`config.mk`:
```
export PLATFORM = sky130hd
export DESIGN_NAME = gx4000_sprite_mixer
export DESIGN_NICKNAME = d
export VERILOG_FILES = /design/src/rtl/gx4000_pkg.sv /design/src/rtl/gx4000_palette_ram.sv /design/src/rtl/gx4000_sprite_mixer.sv
export SDC_FILE = /design/constraint.sdc
export NUM_CORES = 1
export LEC_CHECK = 0
export CAP_MARGIN = 5
export CORE_MARGIN = 2
export CORE_UTILIZATION = 47
export DETAILED_ROUTE_END_ITERATION = 8
export GPL_ROUTABILITY_DRIVEN = 0
export MAX_ROUTING_LAYER = met4
export PLACE_DENSITY_LB_ADDON = 0.08
export SLEW_MARGIN = 0
export SYNTH_ARGS = -nofsm -noshare
export SYNTH_HDL_FRONTEND = slang
export SYNTH_SLANG_ARGS = --single-unit
```
`constraint.sdc`:
```
create_clock -name clk_sys -period 3.55 [get_ports clk_sys]
set_clock_uncertainty 0.05 [all_clocks]
set_input_delay 1.065 -clock clk_sys [delete_from_list [all_inputs] [get_ports clk_sys]]
set_output_delay 1.065 -clock clk_sys [all_outputs]
set_load 0.01 [all_outputs]
```
`src/rtl/gx4000_pkg.sv`:
```
// Shared types and constants for the GX4000 sprite/playfield mixer.
package gx4000_pkg;

    typedef logic [11:0] rgb12_t;

    localparam logic [15:0] PAL_BASE    = 16'h6400;
    localparam logic [4:0]  BORDER_IDX  = 5'd16;
    localparam logic [4:0]  SPRITE_BASE = 5'd16;
    localparam int          PAL_DEPTH   = 32;
    localparam int          PAL_AW      = 5;

endpackage

```
`src/rtl/gx4000_palette_ram.sv`:
```
// 32x12 palette: one write port with separate {R,B} / G field enables and a
// registered read port.
module gx4000_palette_ram
    import gx4000_pkg::*;
(
    input  logic              clk_sys,
    input  logic              reset,
    input  logic              we_rb,
    input  logic              we_g,
    input  logic [PAL_AW-1:0] waddr,
    input  logic [7:0]        wdata,
    input  logic              re,
    input  logic [PAL_AW-1:0] raddr,
    output rgb12_t            rdata
);

    logic [3:0] pal_r [PAL_DEPTH];
    logic [3:0] pal_g [PAL_DEPTH];
    logic [3:0] pal_b [PAL_DEPTH];

    // Storage carries no reset so it maps onto distributed RAM.
    always_ff @(posedge clk_sys) begin
        if (we_rb) begin
            pal_r[waddr] <= wdata[7:4];
            pal_b[waddr] <= wdata[3:0];
        end
        if (we_g) begin
            pal_g[waddr] <= wdata[3:0];
        end
    end

    always_ff @(posedge clk_sys) begin
        if (reset) begin
            rdata <= '0;
        end else if (re) begin
            rdata <= {pal_r[raddr], pal_g[raddr], pal_b[raddr]};
        end
    end

endmodule

```
`src/rtl/gx4000_sprite_mixer.sv`:
```
// Pixel mixer: sprite/border/ink priority, palette lookup, collision capture.
// Collision logic is compiled in only when GX4000_MIX_COLLISION_EN is defined.
module gx4000_sprite_mixer
    import gx4000_pkg::*;
(
    input  logic        clk_sys,
    input  logic        reset,
    input  logic        ce_pix,
    input  logic [15:0] cpu_addr,
    input  logic [7:0]  cpu_data,
    input  logic        cpu_wr,
    input  logic        asic_unlocked,
    input  logic [3:0]  pf_pen,
    input  logic        pf_border,
    input  logic [7:0]  sprite_pixel,
    input  logic        sprite_active,
    input  logic [3:0]  sprite_id,
    input  logic        hblank,
    input  logic        vblank,
    output rgb12_t      rgb_out,
    output logic        de_out,
    output logic [7:0]  coll_flags
);

    logic              pal_sel;
    logic              blank;
    logic [3:0]        spr_pen;
    logic              spr_hit;
    logic [PAL_AW-1:0] pix_idx;
    logic [PAL_AW-1:0] s1_idx;
    logic              s1_de;
    rgb12_t            pal_rdata;

    assign pal_sel = cpu_wr && asic_unlocked && (cpu_addr[15:6] == PAL_BASE[15:6]);
    assign blank   = hblank | vblank;
    assign spr_pen = sprite_pixel[3:0];
    assign spr_hit = sprite_active && (spr_pen != 4'd0);

    always_comb begin
        pix_idx = {1'b0, pf_pen};
        if (spr_hit) begin
            pix_idx = SPRITE_BASE + {1'b0, spr_pen};
        end else if (pf_border) begin
            pix_idx = BORDER_IDX;
        end
    end

    always_ff @(posedge clk_sys) begin
        if (reset) begin
            s1_idx <= '0;
            s1_de  <= 1'b0;
            de_out <= 1'b0;
        end else if (ce_pix) begin
            s1_idx <= pix_idx;
            s1_de  <= !blank;
            de_out <= s1_de;
        end
    end

    // Stage 2 read: a write landing on the same edge returns the old entry.
    gx4000_palette_ram u_palette (
        .clk_sys (clk_sys),
        .reset   (reset),
        .we_rb   (pal_sel && !cpu_addr[0]),
        .we_g    (pal_sel && cpu_addr[0]),
        .waddr   (cpu_addr[5:1]),
        .wdata   (cpu_data),
        .re      (ce_pix),
        .raddr   (s1_idx),
        .rdata   (pal_rdata)
    );

    assign rgb_out = de_out ? pal_rdata : 12'h000;

`ifdef GX4000_MIX_COLLISION_EN
    logic       vblank_d;
    logic       vblank_rise;
    logic [7:0] coll_work;
    logic       unused_bits;

    assign vblank_rise = vblank && !vblank_d;
    assign unused_bits = ^{sprite_pixel[7:4], sprite_id[3]};

    // Frame boundary clear takes precedence over a same-cycle hit.
    always_ff @(posedge clk_sys) begin
        if (reset) begin
            vblank_d   <= 1'b0;
            coll_work  <= '0;
            coll_flags <= '0;
        end else begin
            vblank_d <= vblank;
            if (vblank_rise) begin
                coll_flags <= coll_work;
                coll_work  <= '0;
            end else if (ce_pix && !blank && spr_hit && !pf_border && (pf_pen != 4'd0)) begin
                coll_work[sprite_id[2:0]] <= 1'b1;
            end
        end
    end
`else
    logic unused_bits;

    assign unused_bits = ^{sprite_pixel[7:4], sprite_id};
    assign coll_flags  = 8'h00;
`endif

endmodule

```
# Yosys cells after proc, flatten, opt, wreduce, memory -nomap -nowiden
# Memories as Yosys holds them, arrays and structs flattened. A register that Yosys moved wholly into a read port is not among the register bits.
# Cells that the tools add are included.
totals:
  regBits: 7
  latch_bits: 0
  mem_bits_rw: 384
  mem_bits_ro: 0
  input_bits: 49
  output_inout_bits: 21
  elab_cells: 24
  n_memories: 3
mem_list:
  columns: ["memory", "words", "width", "rd", "rd_ports_with_merged_regs", "wr", "line", "rtl"]
  rows:
  - ["u_palette.pal_b", 32, 4, 1, 1, 1, "gx4000_palette_ram.sv:19", "logic [3:0] pal_b [PAL_DEPTH];"]
  - ["u_palette.pal_g", 32, 4, 1, 1, 1, "gx4000_palette_ram.sv:18", "logic [3:0] pal_g [PAL_DEPTH];"]
  - ["u_palette.pal_r", 32, 4, 1, 1, 1, "gx4000_palette_ram.sv:17", "logic [3:0] pal_r [PAL_DEPTH];"]
classes:
  add_sub_neg: 1
  n_mul: 0
  div: 0
  order_cmp: 0
  n_eq_ne: 1
  n_shift: 0
  n_mux: 7
  bitwise: 1
  reduce_logical: 8
op_table:
  columns: ["cell", "count"]
  rows:
  - ["2-to-1 mux 12 bit", 1]
  - ["equality test 10 x 9 -> 1 bit (second input constant)", 1]
  - ["2-to-1 mux 5 bit", 2]
  - ["adder 5 x 4 -> 5 bit (first input constant)", 1]
  - ["logical AND 1 bit", 5]
  - ["2-to-1 mux 1 bit", 4]
  - ["nonzero test 4 bit", 1]
  - ["logical NOT 1 bit", 2]
  - ["bitwise OR 1 bit", 1]

# Depth between registers and ports, before layout
depth:
  ltp_word: 5
  mapped_depth: 8
  depth_no_buf: 5

# By module
# From an unflattened synthesis, not the netlist that was laid out.
unflattened:
  hier_cells: 984
  hier_area_um2: 16224.3
modules_own_cells:
  columns: ["module", "instances", "cells_per_inst", "area_per_inst_um2", "seq_area_each_um2"]
  rows:
  - ["gx4000_palette_ram", 1, 916, 15695.1, 11771.3]
  - ["gx4000_sprite_mixer", 1, 68, 529.3, 140.1]

# Worst setup path after synthesis
# OpenSTA, ideal clock, no wires.
synth_timing:
  kind: "input to register"
  start: "input cpu_addr[4]"
  end: "memory u_palette.pal_b[10][0], enable pin"
  setup_time_ns: 0.370
  arrival_ns: 2.270
  required_ns: 3.130
  path_slack_ns: 0.860
  cell_stages: 4
  n_path_buf: 2
  path_cell_list: "clkbuf_1 or3b_2 clkbuf_1 nor2_1"
synth_rtl:
  columns: ["item", "line", "rtl"]
  rows:
  - ["start: declaration", "gx4000_sprite_mixer.sv:9", "input logic [15:0] cpu_addr,"]
  - ["end: declaration", "gx4000_palette_ram.sv:19", null]
# No word-level cell before the write port.

# Worst setup path after layout
layout_timing:
  start: "register de_out"
  end: "output rgb_out[4]"
layout_between:
  elab_chain_len: 1
layout_rtl:
  columns: ["item", "line", "rtl"]
  rows:
  - ["start: declaration", "gx4000_sprite_mixer.sv:21", "output logic de_out,"]
  - ["start signal: assignment", "gx4000_sprite_mixer.sv:52", "de_out <= 1'b0;"]
  - ["start signal: assignment", "gx4000_sprite_mixer.sv:56", "de_out <= s1_de;"]
  - ["2-to-1 mux 12 bit", "gx4000_sprite_mixer.sv:73", "assign rgb_out = de_out ? pal_rdata : 12'h000;"]
  - ["end: declaration", "gx4000_sprite_mixer.sv:20", "output rgb12_t rgb_out,"]
# No other way between the ends.

==> run metrics <==
top area cells in the synthesized netlist=sky130_fd_sc_hd__edfxtp_1 71%, sky130_fd_sc_hd__mux2i_1 12%, sky130_fd_sc_hd__a22oi_1 4.5%; run status=completed; drt first-iter violations=between 600 and 700; I/O pin total=70; first element of the critical path=de_out$_SDFFE_PP0P_; pin count of the biggest net entering global routing=65; remaining antenna violation count=0; Slew @ Worst Pin=~0.8 ns; max cap viols=0; Std-Cell Rows=67; synthesized netlist cell count=just under 1000; reg-to-reg startpoint=s1_idx[0]$_SDFFE_PP0P_; worst hold path cell count=2; post-synthesis register bit count=between 400 and 500; total number of nets in the final design=about 1100; total placed instance area=0.0175 sq mm; Overflow after GRT=0; estimated wirelength of the detail-placed design=about 22000 um; hold path startpoint=s1_de$_SDFFE_PP0P_; xor and xnor fraction of the mapped netlist area=0; r2r endpoint=u_palette.rdata[10]$_SDFFE_PP0P_; synthesized area per cell=between 15 and 20 sq um; share of post-route cells with drive strength above 1=0.140; synthesis-to-finish area growth=17.0%; clock tree from TritonCTS=done; overall global routing resource usage=0.205; multiplexer area fraction after synthesis=0.120; type of the worst setup path=flip-flop to output port; post-synthesis async set-or-reset flop share=0; post-synthesis compound-gate area fraction=0.0732; number of sinks handled by clock tree synthesis=slightly above 400; largest buffer count on any clock path=3; number of distinct library cells after synthesis=32; Final Critical Period=a little over 3 ns; largest voltage drop on the vdd net=roughly 0.34 mV; RSZ-0062 raised after global routing=no; count of non-filler cells in the finished layout=roughly 1600; Yosys top cell area share=0.713; via count of the first global-routing pass=around 8500; Inst Count DP=1491; largest family of logic cells by synthesized area=multiplexers; horizontal extent of the die=190 um; crit path capture type=output port; root cell of the clock tree=sky130_fd_sc_hd__clkbuf_16; fill count=2652; Power Dens Cells=roughly 550 mW/mm^2; number of CTS-inserted buffers=between 40 and 50; sum of internal, switching and leakage power=between 0.01 and 0.015 W; routed length per placed instance=22.8 um; Min-Delay Endpoint=de_out$_SDFFE_PP0P_; kind of start point of the critical path=flip-flop; Worst EP arrival=approximately 2.0 ns; max-slew headroom at the worst pin=0.459; simple-gate share of the synthesized area=0.0428; total number of yosys warnings=0; Design Area, Final=approximately 0.019 sq mm; number of endpoints with negative hold slack in the final report=0; Finish-stage setup viols=0; endpoint required time on the critical path=2.43 ns; TNS Setup=0 ns; post-route clock period utilization=0.865; worst reg-to-reg path cell count=6; Synth Area in Adders=0; count of vias placed by the detailed router=just under 9000; # Post-CTS Setup Buffers=0; drt via density=around 5.5; leakage dissipation=between 6 and 7 nW; global-route wire length before repair=around 53000 um; port buffer count=53; timing-limited maximum frequency=approximately 330 MHz; CTS clk-pin slew, worst paths=about 0.060 ns; final WL=approximately 36000 um; PnR worst setup slack=around 0.48 ns; list of most frequent post-synthesis cells=384 x sky130_fd_sc_hd__edfxtp_1, 194 x sky130_fd_sc_hd__mux2i_1, 98 x sky130_fd_sc_hd__a22oi_1; clock latency reported for the late side of the worst-skew pair=around 0.53 ns; cts repair resizes=0; CTS HTree Levels=2; leading area contributor after synthesis=sky130_fd_sc_hd__edfxtp_1; number of hold buffers added after cts=0; post-synthesis instance area=between 0.015 and 0.02 sq mm; sequential cell area fraction in the yosys report=0.736; DRC=0; pins over their slew limit=0; initial core utilization=0.480; leading register cell type out of synthesis=sky130_fd_sc_hd__edfxtp_1; Critical Path Fanout Max=14; min-delay worst type=flip-flop to flip-flop; antenna violations before repair=0; antenna diode instance count=0; count of TritonRoute iterations in the first routing pass=4; die boundary height=around 190 um; Die Area=about 0.036 sq mm; pre-CTS worst setup slack=0.228 ns; worst-case register-to-register setup slack=0.89 ns; area inside the core boundary=0.0337 sq mm; top-count cell post-synth=sky130_fd_sc_hd__edfxtp_1; EDFF count, synth=384
## power breakdown
group | leakage (nW) | total (W) | internal (W) | switching, W
Sequential | 3.61 | 0.00524 | 0.00522 | 0.0000235
Combinational | 1.76 | 0.000614 | 0.000236 | 0.000378
Clock | 0.714 | 0.00459 | 0.00286 | 0.00173
Total | 6.08 | 0.0104 | 0.00832 | 0.00213
## flip-flops by register name (all words and copies together), names as in the netlist
signal and flops:
u_palette.pal_b 128, de_out 1, u_palette.pal_g 128, s1_idx 5
s1_de 1, u_palette.pal_r 128, u_palette.rdata 12
## cell type report
class / instances / area, sq um / share of cell area
Sequential cell: 403 / 11900 / 0.629
Multi-Input combinational cell: 513 / 3870 / 0.205
Clock buffer: 48 / 1140 / 0.0601
Timing Repair Buffer: 126 / 1120 / 0.0592
Tap cell: 448 / 561 / 0.0296
Clock inverter: 27 / 323 / 0.0170
Inverter: 1 / 3.75 / 0.000198
## logic make-up (layout without fill, tap and decap cells)
group,count (synthesis),after routing
compound gates,166,166
buf+inv,68,202
flops,403,403
mux,194,194
other cells,1,8
simple gates,145,145
## metal layers
layer  track usage  up-vias  wire [um]
met3        0.0247       50       1490
met2         0.329      206      17200
li1              -     4037          -
met4        0.0477        0        661
met5             -        -          0
met1         0.284     4349      16400
## layout by cell type, fill, tap and decap left out, types with 2 or more instances in the layout
cell type | netlist | final
sky130_fd_sc_hd__mux2i_1 | 194 | 194
sky130_fd_sc_hd__nor4bb_1 | 2 | 2
sky130_fd_sc_hd__buf_4 | 16 | 68
sky130_fd_sc_hd__dfxtp_1 | 19 | 18
sky130_fd_sc_hd__nor3b_1 | 2 | 2
sky130_fd_sc_hd__nand3b_1 | 3 | 3
sky130_fd_sc_hd__and2_1 | 13 | 12
sky130_fd_sc_hd__bufinv_16 | 0 | 8
sky130_fd_sc_hd__clkinv_2 | 0 | 6
sky130_fd_sc_hd__nor2b_4 | 0 | 2
sky130_fd_sc_hd__clkbuf_16 | 0 | 45
sky130_fd_sc_hd__nor2b_1 | 4 | 2
sky130_fd_sc_hd__buf_2 | 2 | 4
sky130_fd_sc_hd__or3b_2 | 2 | 2
sky130_fd_sc_hd__a211oi_2 | 12 | 12
sky130_fd_sc_hd__conb_1 | 1 | 8
sky130_fd_sc_hd__a211oi_1 | 5 | 5
sky130_fd_sc_hd__or4_1 | 12 | 12
sky130_fd_sc_hd__nor2_1 | 90 | 89
sky130_fd_sc_hd__clkbuf_1 | 29 | 3
sky130_fd_sc_hd__clkdlybuf4s50_1 | 0 | 49
sky130_fd_sc_hd__buf_12 | 3 | 5
sky130_fd_sc_hd__nand3_1 | 4 | 4
sky130_fd_sc_hd__clkinv_1 | 0 | 12
sky130_fd_sc_hd__a21oi_1 | 50 | 50
sky130_fd_sc_hd__nand2_1 | 8 | 8
sky130_fd_sc_hd__edfxtp_1 | 384 | 384
sky130_fd_sc_hd__a22oi_1 | 98 | 98
sky130_fd_sc_hd__nand2b_1 | 2 | 2
## worst max-delay path by stage
stage,end,slack [ns],cells after the start
after floorplan,u_palette.pal_b[10][0]$_DFFE_PP_,0.86,4
after global placement,u_palette.pal_g[26][3]$_DFFE_PP_,0.23,6
after detailed placement,u_palette.pal_g[26][3]$_DFFE_PP_,0.23,6
after CTS,rgb_out[4],0.44,2
after global routing,rgb_out[4],0.38,2
final,rgb_out[4],0.48,2
## worst max-delay path: stages, from the launching register on
cell and delay, ns:
sky130_fd_sc_hd__dfxtp_1 0.63, sky130_fd_sc_hd__and2_1 0.25, sky130_fd_sc_hd__clkdlybuf4s50_1 0.55
## metrics by stage
step,util,hold WS [ns]
after floorplan,-,0.410
after global placement,0.519,0.429
after detailed placement,0.519,0.438
after CTS,0.562,0.453
after global routing,0.562,0.480
final,0.562,0.444
(Power assumes the default switching activity.)
